### src/rtl/rd_burst_scheduler.sv
// rtl/rd_burst_scheduler.sv - read-phase burst sequencer with descriptor/word credit throttling
module rd_burst_scheduler #(
   parameter int ADDR_W          = 32,
   parameter int BURST_W         = 11,
   parameter int CMP_FIFO_DEPTH  = 4,
   parameter int DATA_FIFO_DEPTH = 64
) (
   input  logic               clk_i,
   input  logic               rst_i,
   input  logic               start_test_i,
   input  logic [ADDR_W-1:0]  cfg_start_addr_i,
   input  logic [31:0]        cfg_words_total_i,
   input  logic [BURST_W-1:0] cfg_burst_len_i,
   input  logic [7:0]         cfg_data_ptrn_i,
   output logic [ADDR_W-1:0]  address_o,
   output logic               read_o,
   output logic [BURST_W-1:0] burstcount_o,
   input  logic               waitrequest_i,
   input  logic               readdatavalid_i,
   output logic               cmp_en_o,
   output logic [ADDR_W-1:0]  cmp_start_addr_o,
   output logic [BURST_W-2:0] cmp_words_count_o,
   output logic [7:0]         cmp_data_ptrn_o,
   input  logic               cmp_rd_i,
   input  logic               cmp_error_i,
   output logic               busy_o,
   output logic               done_o,
   output logic               abort_o
);

   localparam int DCNT_W = $clog2(CMP_FIFO_DEPTH + 1);
   localparam int WCNT_W = $clog2(DATA_FIFO_DEPTH + 1);

   typedef enum logic [2:0] {
      IDLE_S, CALC_S, WAIT_S, ISSUE_S, DRAIN_S, ABORT_S, DONE_S
   } state_t;

   state_t              state;
   logic [ADDR_W-1:0]   addr_cnt;
   logic [31:0]         words_left;
   logic [BURST_W-1:0]  burst_max;
   logic [BURST_W-1:0]  burst;
   logic [BURST_W-1:0]  burst_calc;
   logic [7:0]          ptrn;
   logic                err_pend;
   logic [DCNT_W-1:0]   desc_cnt;
   logic [WCNT_W-1:0]   word_cnt;
   logic                accept;
   logic                desc_dec;
   logic                word_dec;
   logic                credit_calc;
   logic                credit_burst;

   // A zero length means single-word bursts; anything larger than the data FIFO
   // could never gain word credit, so it is capped at the FIFO depth.
   function automatic logic [BURST_W-1:0] clamp_len(input logic [BURST_W-1:0] len);
      if (len == '0) begin
         return BURST_W'(1);
      end
      if (32'(len) > 32'(DATA_FIFO_DEPTH)) begin
         return BURST_W'(DATA_FIFO_DEPTH);
      end
      return len;
   endfunction

   assign accept     = read_o && !waitrequest_i;
   assign desc_dec   = cmp_rd_i && (desc_cnt != '0);
   assign word_dec   = readdatavalid_i && (word_cnt != '0);
   assign burst_calc = (words_left < 32'(burst_max)) ? words_left[BURST_W-1:0] : burst_max;

   // Credit check for a fresh burst size (CALC_S) and for the held burst (WAIT_S).
   always_comb begin
      credit_calc  = (32'(desc_cnt) < 32'(CMP_FIFO_DEPTH)) &&
                     ((32'(word_cnt) + 32'(burst_calc)) <= 32'(DATA_FIFO_DEPTH));
      credit_burst = (32'(desc_cnt) < 32'(CMP_FIFO_DEPTH)) &&
                     ((32'(word_cnt) + 32'(burst)) <= 32'(DATA_FIFO_DEPTH));
   end

   assign address_o         = addr_cnt;
   assign burstcount_o      = burst;
   assign cmp_en_o          = accept;
   assign cmp_start_addr_o  = accept ? addr_cnt : '0;
   assign cmp_words_count_o = accept ? (BURST_W-1)'(burst - BURST_W'(1)) : '0;
   assign cmp_data_ptrn_o   = accept ? ptrn : '0;

   // Outstanding descriptors and words held by the compare block's FIFOs.
   always_ff @(posedge clk_i) begin
      if (rst_i) begin
         desc_cnt <= '0;
         word_cnt <= '0;
      end else begin
         desc_cnt <= desc_cnt + DCNT_W'(accept) - DCNT_W'(desc_dec);
         word_cnt <= word_cnt + (accept ? WCNT_W'(burst) : '0) - WCNT_W'(word_dec);
      end
   end

   // Sequencer: split the region into bursts, throttle on credits, drain or abort.
   always_ff @(posedge clk_i) begin
      if (rst_i) begin
         state      <= IDLE_S;
         addr_cnt   <= '0;
         words_left <= '0;
         burst_max  <= '0;
         burst      <= '0;
         ptrn       <= '0;
         err_pend   <= 1'b0;
         read_o     <= 1'b0;
         busy_o     <= 1'b0;
         done_o     <= 1'b0;
         abort_o    <= 1'b0;
      end else begin
         done_o <= 1'b0;
         case (state)
            IDLE_S: begin
               if (start_test_i) begin
                  addr_cnt   <= cfg_start_addr_i;
                  words_left <= cfg_words_total_i;
                  burst_max  <= clamp_len(cfg_burst_len_i);
                  ptrn       <= cfg_data_ptrn_i;
                  err_pend   <= 1'b0;
                  abort_o    <= 1'b0;
                  if (cfg_words_total_i == '0) begin
                     state <= DONE_S;
                  end else begin
                     state  <= CALC_S;
                     busy_o <= 1'b1;
                  end
               end
            end
            CALC_S: begin
               if (cmp_error_i) begin
                  state <= ABORT_S;
               end else begin
                  burst <= burst_calc;
                  if (credit_calc) begin
                     state  <= ISSUE_S;
                     read_o <= 1'b1;
                  end else begin
                     state <= WAIT_S;
                  end
               end
            end
            WAIT_S: begin
               if (cmp_error_i) begin
                  state <= ABORT_S;
               end else if (credit_burst) begin
                  state  <= ISSUE_S;
                  read_o <= 1'b1;
               end
            end
            ISSUE_S: begin
               // An AMM request cannot be withdrawn, so an error only takes effect after accept.
               if (accept) begin
                  read_o     <= 1'b0;
                  addr_cnt   <= addr_cnt + ADDR_W'(burst);
                  words_left <= words_left - 32'(burst);
                  if (err_pend || cmp_error_i) begin
                     state <= ABORT_S;
                  end else if (words_left == 32'(burst)) begin
                     state <= DRAIN_S;
                  end else begin
                     state <= CALC_S;
                  end
               end else if (cmp_error_i) begin
                  err_pend <= 1'b1;
               end
            end
            DRAIN_S: begin
               if (cmp_error_i) begin
                  state <= ABORT_S;
               end else if ((word_cnt == '0) && (desc_cnt == '0)) begin
                  state <= DONE_S;
               end
            end
            ABORT_S: begin
               // The compare block stops popping after an error, so only data is awaited.
               if (word_cnt == '0) begin
                  abort_o <= 1'b1;
                  state   <= DONE_S;
               end
            end
            DONE_S: begin
               done_o <= 1'b1;
               busy_o <= 1'b0;
               state  <= IDLE_S;
            end
            default: begin
               state <= IDLE_S;
            end
         endcase
      end
   end

endmodule

### config.mk
export PLATFORM = sky130hd
export DESIGN_NAME = rd_burst_scheduler
export DESIGN_NICKNAME = d
export VERILOG_FILES = /design/src/rtl/rd_burst_scheduler.sv
export SDC_FILE = /design/constraint.sdc
export NUM_CORES = 1
export LEC_CHECK = 0
export ABC_AREA = 0
export CAP_MARGIN = 20
export CORE_ASPECT_RATIO = 1.75
export CORE_MARGIN = 2
export CORE_UTILIZATION = 45
export DETAILED_ROUTE_END_ITERATION = 8
export PLACE_DENSITY = 0.75
export SLEW_MARGIN = 40
export SYNTH_ARGS = -nofsm -noshare
export SYNTH_HDL_FRONTEND = slang
export SYNTH_SLANG_ARGS = --single-unit
### constraint.sdc
create_clock -name clk_i -period 5.8 [get_ports clk_i]
set_clock_uncertainty 0.1 [all_clocks]
set_input_delay 1.45 -clock clk_i [delete_from_list [all_inputs] [get_ports clk_i]]
set_output_delay 1.45 -clock clk_i [all_outputs]
set_load 0.1 [all_outputs]
# After elaboration in Yosys (flattened, before gate mapping)
# Index checks and enable logic that the tools add are counted.
# word_totals
reg_bits,112
latchBits,0
ram_bits,0
romBits,0
input_bits,90
output_inout_bits,98
word_cells,127
n_memories,0
# classes
add_sub_neg,9
multipliers,0
n_div,0
order_cmp,5
n_eq_ne,19
shift,0
mux,53
n_bitwise,1
n_reduce_logical,27
# op_table
op,n
32-bit 2-to-1 mux,5
32-bit case mux with 2 select lines,2
11-bit 2-to-1 mux,5
3-bit 2-to-1 mux,11
32-bit by 11-bit adder with 32-bit output,1
32-bit by 11-bit equality test with 1-bit output,1
32-bit logical NOT,1
32-bit by 11-bit less-than comparator with 1-bit output,1
32-bit by 11-bit subtractor with 32-bit output,1
7-bit by 11-bit adder with 12-bit output,2
"12-bit by 7-bit less-or-equal comparator with 1-bit output, second input constant",2
1-bit 2-to-1 mux,22
"2-bit inequality test, second input constant",10
3-bit case mux with 6 select lines,1
"11-bit by 7-bit greater-than comparator with 1-bit output, second input constant",1
11-bit logical NOT,1
10-bit 2-to-1 mux,1
"10-bit by 1-bit subtractor with 10-bit output, second input constant",1
"3-bit equality test, second input constant",3
3-bit AND reduction,3
8-bit 2-to-1 mux,1
7-bit adder,1
7-bit logical NOT,1
7-bit 2-to-1 mux,1
other kinds (21),35

# Longest topological paths before layout
# Gate-level depths: netlist of the first run.
# logic_depth
ltp_word,11
ltp_mapped,20
depth_no_buf,19

# Worst setup path before layout of the first run
# No wires, ideal clock.
# synth_timing
path_type,input-to-output
start,input waitrequest_i
end,output cmp_data_ptrn_o[4]
t_arrival_ns,4.014
t_required_ns,4.250
path_slack_ns,0.236
stages,6
n_path_buf,3
cell_sequence,nand2b_1 > clkbuf_1 > inv_1 > clkbuf_1 > clkbuf_1 > and2_1
# synth_via
elab_chain_cells,3
# synth_lines
element,line,source
from (decl),18,"input logic waitrequest_i,"
1-bit logical NOT,66,assign accept = read_o && !waitrequest_i;
1-bit logical AND,66,
net cmp_en_o,20,"output logic cmp_en_o,"
8-bit 2-to-1 mux,84,assign cmp_data_ptrn_o = accept ? ptrn : '0;
to (decl),23,"output logic [7:0] cmp_data_ptrn_o,"
# The timed path passes the listed nets, and every way through them passes these cells.

# Worst setup path in the final report of the first run
# layout_timing
start,input waitrequest_i
end,output cmp_data_ptrn_o[7]
# layout_via
elab_chain_cells,3
# layout_lines
element,line
1-bit logical NOT,66
1-bit logical AND,66
8-bit 2-to-1 mux,84
# Every way passes these cells.

==> run metrics, run 1 <==
Crit Path Class=primary input to output port; vias in the first global route=8,541; Hold WC Path Type=register to register; Critical Path Sink=cmp_data_ptrn_o[7]; part of the power in combinational logic=60.9%; Post-synth EDFFs=0; final wirelength=27.8 mm; Crit path required time=4.25 ns; Synth Register Bits=112; pwr dens=458 mW/mm2; DRT Pass-1 Iters=5; via count=8,835; Critical Path Start Type=primary input; clk sinks=112; Mapped Area=0.00822 mm2; Switch Pwr=2610 uW; TNS Setup=0 ns; clk buf depth=2; Switching Fraction=53.2%; Worst-path clk slew=0.07 ns; fraction of registers with async set/reset=0%; post-synth net total=1,240; drt wl/cell=18.9 um; r2r worst-path depth=16; gr ovfl total=0; drt drc=0; area grow syn2layout=30.2%; register area=0.00224 mm2; Hold Violations, Final=0; post-synthesis cell type count=72; FP Rows=65; Layout fillers=1,648; clk_lat worst skew=0.35 ns; sequential area share after synthesis=27.3%; Cells after Synth=1,083; Multi-input gate area=0.00556 mm2; reg2reg end=state[0]; Root Driver=clkbuf_16; PostCTS Resize Cnt=0; sequential share of power=25.7%; # nets final=1,393; Core Region=0.0180 mm2; Rel. slew slack=49.4%; DP Wirelength=21.2 mm; Peak VDD IR=0.255 mV; antenna cells=0; number of vias per cell=5.99; Int Pwr=2290 uW; final setup violation count=0; status=finished, final reports clean; htree depth=3; # IOs=188; Die Area=0.0194 mm2; Hold Slack=0.350 ns; max-cap violations=0; Yosys Warn Count=0; CTS tree=yes; crit path time final=4.78 ns; Arr. time, crit path=3.23 ns; Critical Path Fanout Max=46; DRC marker count from the first detailed-route iteration=558; Die Width=106 um; DIE HEIGHT=183 um; fmax=209 MHz; pin slew with the least headroom to its limit=0.752 ns; RSZ-0062 raised after global routing=no; antenna violations before repair=0; port bufs=187; cts hold-fix bufs=0; Post-CTS Setup Inserts=0; layout cell share with drive strength beyond 1=12.4%; Final Cycle Share=82.4%; top_reg_cell synth=dfxtp_1; remaining antenna violation count=0; Worst Setup End Kind=output port; GR Util All Layers=28.2%; Reg-to-Reg Start=words_left[9]; P_leak=0.00437 uW; syn avg cell area=7.59 um2; commonest cells after routing, fill and taps aside=dfxtp_1, nor2_1, nand2_1, clkdlybuf4s50_1, a21oi_1; Max Slew Vio Count=0; CTS Buf Count=9; GP Congestion=0.914; first-pass GRT wire length=43.8 mm; clock share of power=13.4%; Starting Density=45.7%; worst hold start=ptrn[2]; largest net degree at the start of global routing=66; commonest non-fill, non-tap cell in the layout=dfxtp_1; crit path from=waitrequest_i; Reg2Reg Setup Slack=1.42 ns
sequential cells by signal, summed over array words and instances, names as in the netlist:
| name | flops |
|---|---|
| address_o | 32 |
| words_left | 32 |
| burst_max | 11 |
| burstcount_o | 11 |
| ptrn | 8 |
| word_cnt | 7 |
| desc_cnt | 3 |
| state | 3 |
| abort_o | 1 |
| busy_o | 1 |
| done_o | 1 |
| err_pend | 1 |
| read_o | 1 |
routing by layer:
layer	global-route usage [%]	routed length, um	share of wire [%]	vias to the layer above
met2	52.7	14800	53	314
met3	3.16	1210	4.3	92
met5	0	0	0	-
met1	29.7	10100	36	4189
met4	17.3	1780	6.4	0
li1	-	-	-	4240
final cells by class:
class                   instances  share of cell area, %
multi-input cells             852                   51.9
flip-flops and latches        112                   20.9
repair buffers                200                   19.4
well taps                     234                   2.73
clock buffers                  11                   2.27
inverters                      61                   2.14
clock inverters                 5                  0.596
power by group through the flow:
| stage | Combinational, uW | Clock (uW) | Sequential [uW] |
|---|---|---|---|
| floorplan | 1770 | 0 | 1740 |
| global placement | 3000 | 0 | 1270 |
| detailed placement | 2970 | 0 | 1270 |
| CTS | 2980 | 660 | 1250 |
| global route | 3250 | 689 | 1290 |
| finish | 2990 | 656 | 1260 |
critical path, cell delays in order:
cell and delay, ns:
clkdlybuf4s50_1 0.39, nand2b_1 0.13, buf_4 0.21, inv_1 0.16, buf_4 0.39, and2_1 0.26, buf_12 0.19
cell families after synthesis:
family | synth area share (%)
buffers and inverters | 5.46
adders and majority gates | 10.9
AOI/OAI and AO/OA | 23.5
and+or+nand+nor | 27.1
muxes | 2.31
xor gates and xnor gates | 3.52
DFF | 27.3
through the flow:
step | std cells | worst slack, ns | area, um2 | total power [uW] | utilization, %
floorplan | 1083 | 0.236 | 8220 | 3510 | -
global placement | 1459 | 1.02 | 10600 | 4270 | 59.1
detailed placement | 1459 | 0.954 | 10400 | 4240 | 57.8
CTS | 1475 | 0.993 | 10700 | 4900 | 59.5
global route | 1475 | 0.902 | 10700 | 5240 | 59.6
finish | 1475 | 1.02 | 10700 | 4910 | 59.6
Yosys cell counts (5+ instances only):
cell / number / area (um2)
a21o_1: 15 / 113
xor2_1: 8 / 70.1
and3_1: 18 / 113
o31ai_1: 8 / 60.1
a21oi_1: 72 / 360
or4_1: 5 / 37.5
a311oi_1: 14 / 123
clkbuf_1: 48 / 180
o21ai_0: 50 / 250
nor3_1: 56 / 280
nor2_1: 112 / 420
o21a_1: 10 / 75.1
o22ai_1: 8 / 50.1
xnor2_1: 25 / 219
nand2_1: 93 / 349
and2_1: 43 / 269
ha_1: 61 / 763
o21ai_1: 6 / 30.0
a211oi_1: 36 / 270
a31oi_1: 10 / 62.6
dfxtp_1: 112 / 2240
a32o_1: 6 / 60.1
fa_1: 6 / 120
mux2i_1: 12 / 120
nand2b_1: 13 / 81.3
inv_1: 61 / 229
nand3_1: 21 / 105
o211ai_1: 6 / 45.0
a31o_2: 5 / 43.8
a22o_1: 6 / 52.6
nor2b_1: 18 / 113
nor4_1: 28 / 175
buf_1: 8 / 30.0
a2111oi_0: 6 / 52.6
nand4_1: 13 / 81.3
how the worst min path moves through the flow:
stage,endpoint,slack (ns),cells after the start
finish,ptrn[2],0.35,2
floorplan,ptrn[0],0.33,2
global route,ptrn[1],0.38,2
detailed placement,ptrn[2],0.34,2
CTS,ptrn[2],0.35,2
global placement,ptrn[2],0.34,2
Power figures use the tool's default switching activity.
==> inputs of run 2 (changes only) <==
PLACE_DENSITY = 0.78   (was 0.75)
clock period = 3.9 ns   (was 5.8 ns; I/O delays follow)
==> run 2 against run 1 <==
Effect of this change: the flow now finishes with violations (setup timing); sequential cell count stayed put; register-to-register slack lost 1.4 ns; combinational power increased by 63%; utilization up 3.7 points; cell count is 2.3% higher; total power up 55%; via count rose by 3.2%; worst setup slack worse by 1.1 ns; sequential share of layout area decreased by 1.1 points; clock power rose by 39%; critical endpoint is now state[0].
==> run metrics, run 2 (synthesis results as in run 1) <==
antenna violations before repair=0; placed insts=1,481; Worst Setup End Kind=register; Final Cycle Share=101%; DRC marker count from the first detailed-route iteration=575; Multi-input gate area=0.00574 mm2; Die Area=0.0194 mm2; layout cell share with drive strength beyond 1=18.1%; register area=0.00226 mm2; remaining antenna violation count=0; fmax=255 MHz; setup slack after layout=-0.0291 ns; Max Slew Vio Count=0; pin slew with the least headroom to its limit=0.746 ns; drt wl/cell=18.6 um; Hold WC Path Type=register to register; Peak VDD IR=0.393 mV; TNS Setup=-0.0291 ns; CTS Buf Count=9; DRT Pass-1 Iters=7; FP Rows=65; Cell Count, Final, Fillers Out=1,509; clk sinks=112; dpl ws=-0.116 ns; status=complete, but fails checks; final core utilization=63.3%; Starting Density=45.7%; GR Util All Layers=27.9%; # IOs=188; vias in the first global route=8,854; area grow syn2layout=38.3%; Rel. slew slack=49.8%; # nets final=1,427; clk_lat worst skew=0.37 ns; Die Width=106 um; drt drc=0; first-pass GRT wire length=43.9 mm; Layout fillers=1,548; Arr. time, crit path=4.10 ns; number of vias per cell=6.04; failing checks=setup timing; Critical Path Start Type=register; GP Congestion=0.945; final wirelength=28.1 mm; antenna cells=0; DIE HEIGHT=183 um; Worst-path clk slew=0.08 ns; Critical Path Fanout Max=5; htree depth=3; clk buf depth=2; Crit path required time=4.07 ns; final setup violation count=1; commonest cells after routing, fill and taps aside=nor2_1, dfxtp_1, nand2_1, clkdlybuf4s50_1, a21oi_1; P_leak=0.00458 uW; RSZ-0062 raised after global routing=yes; port bufs=187; max-cap violations=0; largest net degree at the start of global routing=59; via count=9,116; pwr dens=669 mW/mm2; cts hold-fix bufs=0; Crit Path Class=register to register; Core Region=0.0180 mm2; gr ovfl total=0; Root Driver=clkbuf_16; Tot Pwr=7610 uW; DP Wirelength=20.9 mm; crit path time final=3.93 ns; Hold Violations, Final=0; CTS tree=yes
[run 2: per-stage QoR]
| step | hold slack, ns | instance area (um2) |
|---|---|---|
| 3_5_place_dp | 0.343 | 10800 |
| 2_1_floorplan | 0.332 | 8260 |
| 3_3_place_gp | 0.339 | 10900 |
| 4_1_cts | 0.354 | 11100 |
| 5_1_grt | 0.372 | 11400 |
| 6_report | 0.355 | 11400 |
[run 2: path summary, 6_finish.rpt]
path	from	endpoint	slack [ns]	depth (start not counted)
max reg2reg	burst_max[7]	state[0]	-0.03	18
min	ptrn[6]	ptrn[6]	0.35	2
min reg2reg	ptrn[6]	ptrn[6]	0.35	2
max	burst_max[7]	state[0]	-0.03	18
[run 2: cell type report]
cell class | count | area share [%]
multi-input cells | 852 | 50.5
inverters | 61 | 2.01
clock buffers | 9 | 1.98
repair buffers | 234 | 22.6
well taps | 234 | 2.57
clock inverters | 7 | 0.495
flip-flops and latches | 112 | 19.8
[run 2: repair_timing]
item | in CTS | in global routing
endpoints found under the setup margin | 2 | 2
resized for setup | 8 | 38
cloned | 0 | 0
setup buffers | 2 | 10
pin swaps | 3 | 13
[run 2: per-layer routing]
metal	vias to the layer above	routed length (um)	part of all wire [%]	track usage, %
met5	-	0	0	0
met4	0	1550	5.5	15.2
met3	96	1510	5.4	3.62
met2	360	14600	52	51.5
met1	4330	10400	37	30.4
li1	4330	-	-	-
[run 2: critical path, stage by stage, from the launching register on]
cell      delay (ns)
dfxtp_2         0.35
inv_2           0.05
ha_4            0.27
nand4_1         0.11
nor4_2          0.35
o21ai_2         0.13
nand4_4         0.14
buf_6           0.13
buf_4           0.10
mux2_1          0.37
ha_4            0.26
nor2b_1         0.15
o21ai_0         0.22
nand2b_1        0.14
a31oi_2         0.18
nor2b_1         0.15
mux2i_1         0.07
or3_4           0.42
o31ai_4         0.16
[run 2: power breakdown]
part | total [uW] | switching, uW | internal (uW) | leakage, uW
combinational | 4860 | 3180 | 1680 | 0.00352
sequential | 1840 | 393 | 1450 | 0.000924
clock | 912 | 471 | 440 | 0.000130
total | 7610 | 4040 | 3570 | 0.00458
==> edit (settings of run 2) <==
Make the reset (`rst_i`) asynchronous in 2 clocked blocks.
--- a/src/rtl/rd_burst_scheduler.sv
+++ b/src/rtl/rd_burst_scheduler.sv
@@ -84,7 +84,7 @@
    assign cmp_data_ptrn_o   = accept ? ptrn : '0;
 
    // Outstanding descriptors and words held by the compare block's FIFOs.
-   always_ff @(posedge clk_i) begin
+   always_ff @(posedge clk_i or posedge rst_i) begin
       if (rst_i) begin
          desc_cnt <= '0;
          word_cnt <= '0;
@@ -95,7 +95,7 @@
    end
 
    // Sequencer: split the region into bursts, throttle on credits, drain or abort.
-   always_ff @(posedge clk_i) begin
+   always_ff @(posedge clk_i or posedge rst_i) begin
       if (rst_i) begin
          state      <= IDLE_S;
          addr_cnt   <= '0;
Formal check against the unedited RTL: differs if rst_i is asserted again (counterexample within 4 cycles, from zero or initial values and one cycle with rst_i high); with rst_i held inactive, the same outputs for 4 cycles.
==> edit against run 2 <==
- area after synthesis grew 6.5%
- setup slack gained 0.14 ns
- design area grew 5.8%
- synthesized cell count shrank 0.92%
- global-route usage grew 1.9 points
- wire length grew 6.2%
- sequential cell count is the same
- hold slack gained 0.022 ns
- fmax grew 3.7%
- highest routed layer unchanged
Power is left out: the tool's default activity adds up to more than one toggle a clock period on the data nets, which glitch-free logic cannot reach.
==> edit: results (changes against run 2) <==
stage,metric,value,unit,change
outcome,outcome,"finished, final reports clean",,
logic_synthesis,"Seq/Total Area, Yosys",0.320,,+0.0473
global_route,vias in the first global route,9234,,+4.3%
place,Post-DP Area,11500,sq um,+6.8%
route,routed length on met2,15.8,mm,+8.6%
min_path,hold_sp,ptrn[1],,
route,DR pass1 iterations,5,,-2
route,final WL,29.8,mm,+6.2%
min_path,Hold EP,ptrn[1],,
logic_synthesis,Synth async-reset ratio,1.00,,+1.00
setup_path,Reg-to-Reg Start,words_left[28],,
global_route,antenna violations before repair,3,,+3
global_route,M2 GR Usage,0.523,,+0.00840
global_route,total track usage,0.298,,+0.0186
route,Post-Route M1 WL,10.6,mm,+1.3%
route,Via density,6.02,,-0.37%
finish,# fillers,1663,,+7.4%
route,DR iter-0 viols,662,,+15%
logic_synthesis,main area contributors after synthesis,"dfrtp_1 (32%), ha_1 (8.7%), nand2_1 (4.8%)",,
setup_path,crit path capture,read_o,,
global_route,GRT met3 Usage,0.0425,,+0.00630
setup_path,worst-path maximum fanout,3,,-2
setup_path,Crit path max-delay family,compound AO/OA/AOI/OAI gates,,
setup_path,worst endpoint data arrival time,3.96,ns,-0.14 ns
timing,WHS,0.377,ns,+0.0224 ns
global_route,largest net degree at the start of global routing,61,,+3.4%
logic_synthesis,synth cell count leaders,"dfrtp_1 (112), nand2_1 (112), nor2_1 (109)",,
place,GP Congestion,0.940,,-0.52%
finish,share of layout cells above drive strength 1,0.187,,+0.00574
setup_path,R2R setup slack,0.11,ns,+0.14 ns
finish,fin nets,1436,,+0.63%
global_route,global-route wire length before repair,48.2,mm,+9.6%
global_route,met1 Use GR,0.337,,+0.0329
setup_path,FF-to-FF path depth,15,,-3
route,WL met3,1.72,mm,+14%
logic_synthesis,syn nets,1230,,-0.81%
-- edit: cell count changes after synthesis, sizes merged, moves of 9 or more --
cell / delta
dfrtp: +112
nand3: +21
o22a: +9
nor3: -26
dfxtp: -112
o21ai: +9
mux2i: -9
a211oi: -21
nand2: +19
inv: +10
clkbuf: -14
-- edit: metrics by stage --
| stage | setup TNS (ns) | setup WS [ns] | cells |
|---|---|---|---|
| floorplan | -0.328 | -0.0684 | 1073 |
| global placement | 0 | 0.0115 | 1504 |
| detailed placement | -0.131 | -0.0846 | 1504 |
| CTS | 0 | 0.00583 | 1521 |
| global route | 0 | 0.000589 | 1528 |
| finish | 0 | 0.111 | 1528 |
-- edit: cell type report --
cell class / count / area [sq um] / area share
well taps: 241 / 302 / 0.0251
clock buffers: 10 / 229 / 0.0190
inverters: 71 / 270 / 0.0225
multi-input cells: 845 / 5730 / 0.476
repair buffers: 240 / 2660 / 0.221
diodes: 3 / 7.51 / 0.000624
clock inverters: 6 / 43.8 / 0.00364
flip-flops and latches: 112 / 2800 / 0.233
-- edit: logic make-up after synthesis --
family,share of synthesized area
xor+xnor,0.0350
compound gates,0.224
buf+inv,0.0513
fa+ha+maj,0.101
simple gates,0.253
mux,0.0153
flops,0.320
-- edit: worst reg2reg max path: stages (launching register included) --
cell	delay, ns
dfrtp_1	0.43
nor4_4	0.36
nand4_1	0.24
a2111oi_4	0.29
o21ai_2	0.15
mux2_4	0.25
ha_4	0.13
inv_2	0.04
fa_2	0.35
buf_4	0.14
xnor2_1	0.11
nor3b_1	0.35
a211oi_2	0.13
a211oi_2	0.33
a2111oi_4	0.12
a31oi_1	0.18
-- edit: timing repair --
action,in CTS,in global routing
buffers inserted,1,5
pin swaps,1,16
gates resized for setup,4,31
endpoints found under the setup margin,2,2
